### src/rtl/alu_arbiter_pkg.sv
// Shared definitions for the two-requester ALU arbiter: FSM state encoding and operation codes.
package alu_arbiter_pkg;

  typedef enum logic [1:0] {
    ST_IDLE = 2'd0,
    ST_EXEC = 2'd1,
    ST_RESP = 2'd2
  } state_e;

  // ALU operations (selOut = 0)
  localparam logic [2:0] OP_ALU_PASS = 3'd0;
  localparam logic [2:0] OP_ALU_ADD  = 3'd1;
  localparam logic [2:0] OP_ALU_SUB  = 3'd2;
  localparam logic [2:0] OP_ALU_AND  = 3'd3;
  localparam logic [2:0] OP_ALU_OR   = 3'd4;
  localparam logic [2:0] OP_ALU_NOT  = 3'd5;

  // Shifter operations (selOut = 1)
  localparam logic [2:0] OP_SH_NONE = 3'd0;
  localparam logic [2:0] OP_SH_ASR  = 3'd1;
  localparam logic [2:0] OP_SH_LSR  = 3'd2;
  localparam logic [2:0] OP_SH_ROR  = 3'd3;
  localparam logic [2:0] OP_SH_LSL  = 3'd4;
  localparam logic [2:0] OP_SH_ROL  = 3'd5;

endpackage

### src/rtl/alu_arbiter_shifter_and_alu.sv
// Combinational shifter/ALU shared by both requesters; codes 6 and 7 are illegal and flag err.
module shifterAndALU
  import alu_arbiter_pkg::*;
(
  input  logic [7:0] inp1,
  input  logic [7:0] inp2,
  input  logic [2:0] shiftImm,
  input  logic       selShiftAmt,
  input  logic [2:0] oper,
  input  logic       selOut,
  output logic [7:0] result,
  output logic       err
);

  logic        [2:0]  shamt;
  logic signed [7:0]  inp1S;
  logic        [15:0] dbl;
  logic        [7:0]  rotR;
  logic        [7:0]  rotL;
  logic        [7:0]  aluRes;
  logic        [7:0]  shRes;

  assign shamt = selShiftAmt ? shiftImm : inp2[2:0];
  assign inp1S = $signed(inp1);
  // Rotates fall out of shifting the operand concatenated with itself.
  assign dbl   = {inp1, inp1};
  assign rotR  = 8'(dbl >> shamt);
  assign rotL  = 8'((dbl << shamt) >> 8);

  always_comb begin
    aluRes = 8'h00;
    case (oper)
      OP_ALU_PASS: aluRes = inp1;
      OP_ALU_ADD:  aluRes = inp1 + inp2;
      OP_ALU_SUB:  aluRes = inp1 - inp2;
      OP_ALU_AND:  aluRes = inp1 & inp2;
      OP_ALU_OR:   aluRes = inp1 | inp2;
      OP_ALU_NOT:  aluRes = ~inp1;
      default:     aluRes = 8'h00;
    endcase
  end

  always_comb begin
    shRes = 8'h00;
    case (oper)
      OP_SH_NONE: shRes = inp1;
      OP_SH_ASR:  shRes = inp1S >>> shamt;
      OP_SH_LSR:  shRes = inp1 >> shamt;
      OP_SH_ROR:  shRes = rotR;
      OP_SH_LSL:  shRes = inp1 << shamt;
      OP_SH_ROL:  shRes = rotL;
      default:    shRes = 8'h00;
    endcase
  end

  assign err    = (oper == 3'd6) || (oper == 3'd7);
  assign result = err ? 8'h00 : (selOut ? shRes : aluRes);

endmodule

### src/rtl/alu_arbiter.sv
// Round-robin arbiter granting two requesters access to one shifter/ALU; one op per 3 cycles.
module alu_arbiter
  import alu_arbiter_pkg::*;
#(
  parameter int CNT_W = 8
) (
  input  logic             clk,
  input  logic             rstN,
  input  logic [1:0]       reqValid,
  output logic [1:0]       reqReady,
  input  logic [15:0]      reqInp1,
  input  logic [15:0]      reqInp2,
  input  logic [5:0]       reqShiftImm,
  input  logic [1:0]       reqSelShiftAmt,
  input  logic [5:0]       reqOper,
  input  logic [1:0]       reqSelOut,
  output logic             respValid,
  input  logic             respReady,
  output logic [7:0]       respData,
  output logic             respId,
  output logic             respErr,
  output logic             busy,
  output logic [CNT_W-1:0] doneCnt0,
  output logic [CNT_W-1:0] doneCnt1
);

  localparam logic [CNT_W-1:0] CNT_ONE = CNT_W'(1);

  state_e     state, nextState;
  logic       lastGrant;
  logic       grant;
  logic       accept;
  logic [7:0] aluResult;
  logic       aluErr;

  logic [7:0] inp1_p0, inp2_p0;
  logic [2:0] shiftImm_p0, oper_p0;
  logic       selShiftAmt_p0, selOut_p0, id_p0;

  // A tie goes to the requester that did not win last time.
  always_comb begin
    grant = 1'b0;
    if (&reqValid)                     grant = ~lastGrant;
    else if (reqValid[1] && !reqValid[0]) grant = 1'b1;
  end

  always_ff @(posedge clk or negedge rstN) begin
    if (!rstN) state <= ST_IDLE;
    else       state <= nextState;
  end

  always_comb begin
    nextState = state;
    case (state)
      ST_IDLE: if (accept)    nextState = ST_EXEC;
      ST_EXEC:                nextState = ST_RESP;
      ST_RESP: if (respReady) nextState = ST_IDLE;
      default:                nextState = ST_IDLE;
    endcase
  end

  // Ready is also masked by reset so it reads 0 the moment rstN falls.
  always_comb begin
    reqReady  = 2'b00;
    respValid = 1'b0;
    busy      = 1'b0;
    case (state)
      ST_IDLE: if (rstN && reqValid[grant]) reqReady[grant] = 1'b1;
      ST_EXEC: busy = 1'b1;
      ST_RESP: begin
        busy      = 1'b1;
        respValid = 1'b1;
      end
      default: ;
    endcase
  end

  assign accept = |(reqValid & reqReady);

  // Stage p0: operand capture at accept
  always_ff @(posedge clk or negedge rstN) begin
    if (!rstN) begin
      lastGrant      <= 1'b1;
      inp1_p0        <= 8'h00;
      inp2_p0        <= 8'h00;
      shiftImm_p0    <= 3'd0;
      selShiftAmt_p0 <= 1'b0;
      oper_p0        <= 3'd0;
      selOut_p0      <= 1'b0;
      id_p0          <= 1'b0;
    end else if (accept) begin
      lastGrant      <= grant;
      inp1_p0        <= grant ? reqInp1[15:8]    : reqInp1[7:0];
      inp2_p0        <= grant ? reqInp2[15:8]    : reqInp2[7:0];
      shiftImm_p0    <= grant ? reqShiftImm[5:3] : reqShiftImm[2:0];
      selShiftAmt_p0 <= reqSelShiftAmt[grant];
      oper_p0        <= grant ? reqOper[5:3]     : reqOper[2:0];
      selOut_p0      <= reqSelOut[grant];
      id_p0          <= grant;
    end
  end

  shifterAndALU u_datapath (
    .inp1        (inp1_p0),
    .inp2        (inp2_p0),
    .shiftImm    (shiftImm_p0),
    .selShiftAmt (selShiftAmt_p0),
    .oper        (oper_p0),
    .selOut      (selOut_p0),
    .result      (aluResult),
    .err         (aluErr)
  );

  // Stage p1: response registers, held through RESP
  always_ff @(posedge clk or negedge rstN) begin
    if (!rstN) begin
      respData <= 8'h00;
      respErr  <= 1'b0;
      respId   <= 1'b0;
    end else if (state == ST_EXEC) begin
      respData <= aluResult;
      respErr  <= aluErr;
      respId   <= id_p0;
    end
  end

  always_ff @(posedge clk or negedge rstN) begin
    if (!rstN) begin
      doneCnt0 <= '0;
      doneCnt1 <= '0;
    end else if (state == ST_RESP && respReady) begin
      if (respId) doneCnt1 <= doneCnt1 + CNT_ONE;
      else        doneCnt0 <= doneCnt0 + CNT_ONE;
    end
  end

endmodule

### config.mk
export PLATFORM = sky130hd
export DESIGN_NAME = alu_arbiter
export DESIGN_NICKNAME = d
export VERILOG_FILES = /design/src/rtl/alu_arbiter_pkg.sv /design/src/rtl/alu_arbiter_shifter_and_alu.sv /design/src/rtl/alu_arbiter.sv
export SDC_FILE = /design/constraint.sdc
export NUM_CORES = 1
export LEC_CHECK = 0
export ABC_AREA = 1
export CORE_AREA = 10 10 100 102
export CTS_CLUSTER_DIAMETER = 80
export DETAILED_ROUTE_END_ITERATION = 8
export DIE_AREA = 0 0 110 112
export GPL_ROUTABILITY_DRIVEN = 0
export PLACE_DENSITY = 0.8
export SYNTH_ARGS = -nofsm -noshare
export SYNTH_HDL_FRONTEND = slang
export SYNTH_SLANG_ARGS = --single-unit
### constraint.sdc
create_clock -name clk -period 4.9 [get_ports clk]
set_input_delay 0.98 -clock clk [delete_from_list [all_inputs] [get_ports clk]]
set_output_delay 0.98 -clock clk [all_outputs]
set_load 0.02 [all_outputs]
==> summary.md <==
| Metric | Value |
|---|---|
| Status | `completed` |
| CP max stage delay | `630 ps` |
| Antenna Cells | `0` |
| Final wirelength | `12.8 mm` |
| Power per cell area | `797 nW/um2` |
| CTS max path bufs | `2` |
| Type of the worst min-delay path | `reg -> reg` |
| Synth top area cells | `dfrtp_1 32%, nand2_1 15%, nand3_1 8.1%, nor2_1 5.5%, inv_1 5.1%` |
| Number of synthesized register bits | `54` |
| Post-CTS Setup Inserts | `0` |
| Die H | `112 um` |
| Clock latency at the later pin of the worst-skew pair | `300 ps` |
| DRT iter0 DRCs | `354` |
| Layout cells sized above 1 | `0.0594` |
| Clock Pin Slew Worst Setup and Hold Paths | `90 ps` |
| Relative slew slack | `0.555` |
| IO Port Bufs | `82` |
| Avg Cell Area, Syn | `6.84 um2` |
| Residual DRC | `0` |
| Hold WS | `481 ps` |
| Initial Util | `0.521` |
| Setup CP Type | `in -> out` |
| RSZ-0062 raised after global routing | `false` |
| Area post-placement | `5070 um2` |
| Die area | `12300 um2` |
| Met3 WL post-DR | `1.50 mm` |
| Max_cap viols | `0` |
| Cell family with most CP delay | `buffers and inverters` |
| Total CTS buffers | `5` |
| Post-CTS Resized | `0` |
| Worst Setup End Kind | `primary output` |
| Leakage power | `2.50 nW` |
| Most frequent cell after synthesis | `nand2_1` |
| Post-DR wirelength/cell | `16.1 um` |
| Num Clock Sinks | `54` |
| Initial antenna violation count | `0` |
| Post-route ant nets | `0` |
| Final Cell Area | `5170 um2` |
| Total number of yosys warnings | `0` |
| Post-synth top cells | `167 x nand2_1, 68 x nand3_1, 62 x nor2_1, 57 x inv_1, 53 x dfrtp_1` |
| Total GRT Usage | `0.206` |
| # H-tree levels | `2` |
| Clock skew | `10.6 ps` |
| Setup tns final | `0 ps` |
| Post-synth ARST share | `1.00` |
| Cell variety after synth | `41` |
| CP arrival | `3000 ps` |
| Maximum fanout along the worst path | `26` |
| Pre-Repair DR Iteration Count | `6` |
| Fmax | `0.251 GHz` |
| Fin crit share | `0.812` |
| Post-synthesis sequential area ratio | `0.322` |
| Finished Core Util | `0.642` |
| Layout area overhead | `23.2%` |
| Die X | `110 um` |
| Peak VDD IR | `403 uV` |
| Global-route wire length before repair | `21.1 mm` |
| Nets | `760` |
| Via density | `5.78` |
| FP Rows | `33` |
| Number of enable flip-flop cells after synthesis | `0` |
| Pin count of the biggest net entering global routing | `55` |
| Top cell type by total area after synthesis | `dfrtp_1` |
| Worst Max-Slew Pin Slew | `668 ps` |
| Core Region | `8050 um2` |
| Crit path required time | `3920 ps` |
| Syn Inst Count | `614` |
| Synth top area share | `0.316` |
| Crit start category | `input pin` |
| CTS tree | `yes` |
| Grt total ovfl | `0` |
| CP cell instances | `clkdlybuf4s50_1 > nand2_1 > nand2_1 > buf_4 > inv_1 > nor2_1 > clkdlybuf4s50_1` |
| Placed wire-length estimate | `10.0 mm` |
| Buf+Inv Stages, Crit Path | `4` |
| Final Setup Violations | `0` |
| WL met1 | `5.04 mm` |
| Synth Flop Type | `dfrtp_1` |
| Vias in the first global route | `4447` |
| Met2 routed WL | `5.77 mm` |
| IO Count | `83` |
| Slowest-stage cell, CP | `clkdlybuf4s50_1` |
| Final Hold Viols | `0` |
| Uppermost layer routed | `met4` |
| # hold bufs at CTS | `0` |
| Clk root buf | `clkbuf_8` |
| Vias post-DR | `4597` |
| Mapped cell area | `4200 um2` |
| Place WS | `940 ps` |
| Minimum clock period after layout | `3980 ps` |
| Final worst slack | `921 ps` |
| Synth Net Count | `685` |
| Max Transition Viols Final | `0` |
==> worst paths after layout <==
path                        startpoint     endpoint  slack [ps]  cells after the start
max reg2reg                 oper_p0[1]  respData[5]        2060                     18
min reg2reg                doneCnt0[7]  doneCnt0[7]         480                      1
max                        reqValid[0]  reqReady[0]         920                      7
max in group asynchronous         rstN  doneCnt0[1]        3640                      2
min                        doneCnt0[7]  doneCnt0[7]         480                      1
min in group asynchronous         rstN  doneCnt1[0]         800                      2
==> cells by family (layout without fill, tap and decap cells) <==
group,Yosys count,count (layout),synth area share
AO/OA/AOI/OAI,105,105,0.146
XOR/XNOR,20,20,0.0417
adder cells (fa/ha/maj),18,18,0.0554
buffers and inverters,82,158,0.0814
flip-flops,54,54,0.322
AND/OR/NAND/NOR,335,335,0.353
==> worst reg2reg max path, cell delays in order, from the launching register on <==
cell and delay (ps):
dfrtp_1 480, inv_2 90, nor2_4 180, nand2_2 190, nand2_2 150, xor2_1 150
inv_1 70, ha_1 380, nand2_1 110, inv_1 80, nand4_1 110, nand3_1 100
nand2_1 50, nand3_1 80, nand3_1 90, a21oi_1 230, nand2_1 80, nand2_1 60
nand2_1 60
==> where the power goes <==
group          total (mW)  internal, mW  switching, mW
Clock               0.264         0.117          0.147
Sequential          0.886         0.650          0.236
Combinational        2.97          1.06           1.91
Total                4.12          1.83           2.29
==> final cells by class <==
cell class	instances	area [um2]
Multi-Input combinational cell	478	2510
Tap cell	105	131
Timing Repair Buffer	85	838
Sequential cell	54	1350
Clock buffer	7	86.3
Fill cell	708	2880
Inverter	65	246
Clock inverter	1	8.76
==> registers in the layout (all words and copies together) (netlist names), 2 cells and up <==
signal and flops:
doneCnt0 8, doneCnt1 8, inp1_p0 8, inp2_p0 8
respData 8, oper_p0 3, shiftImm_p0 3, state 2
==> stage by stage <==
stage	std cells	total power, mW
after floorplan	614	2.99
after global placement	787	3.69
after detailed placement	787	3.76
after CTS	795	4.04
after global routing	795	4.48
final	795	4.12
==> metal layers <==
layer,vias to the layer above,global-route usage
li1,2177,-
met1,2093,0.252
met2,279,0.326
met3,48,0.0692
met4,0,0.0755
met5,-,0
==> layout by cell type, fill, tap and decap left out, types with 2 or more instances in the layout <==
cell,instances
o31ai_1,2
a21oi_1,25
nor2_4,2
xor2_1,16
clkbuf_8,6
dfrtp_1,53
nand2_1,167
o21ai_2,3
nand4_1,10
o21ai_0,40
inv_1,57
o21ai_1,2
o211ai_1,2
nor3_2,3
or2_0,2
inv_2,6
clkdlybuf4s50_1,81
xnor2_1,4
o22ai_1,23
nand2_2,7
ha_1,17
nor3_1,7
nand2_4,3
a22oi_1,2
nor2_1,61
nand3_1,68
nand3b_1,2
buf_4,3
Note: power is estimated with default switching activity, not from simulation.
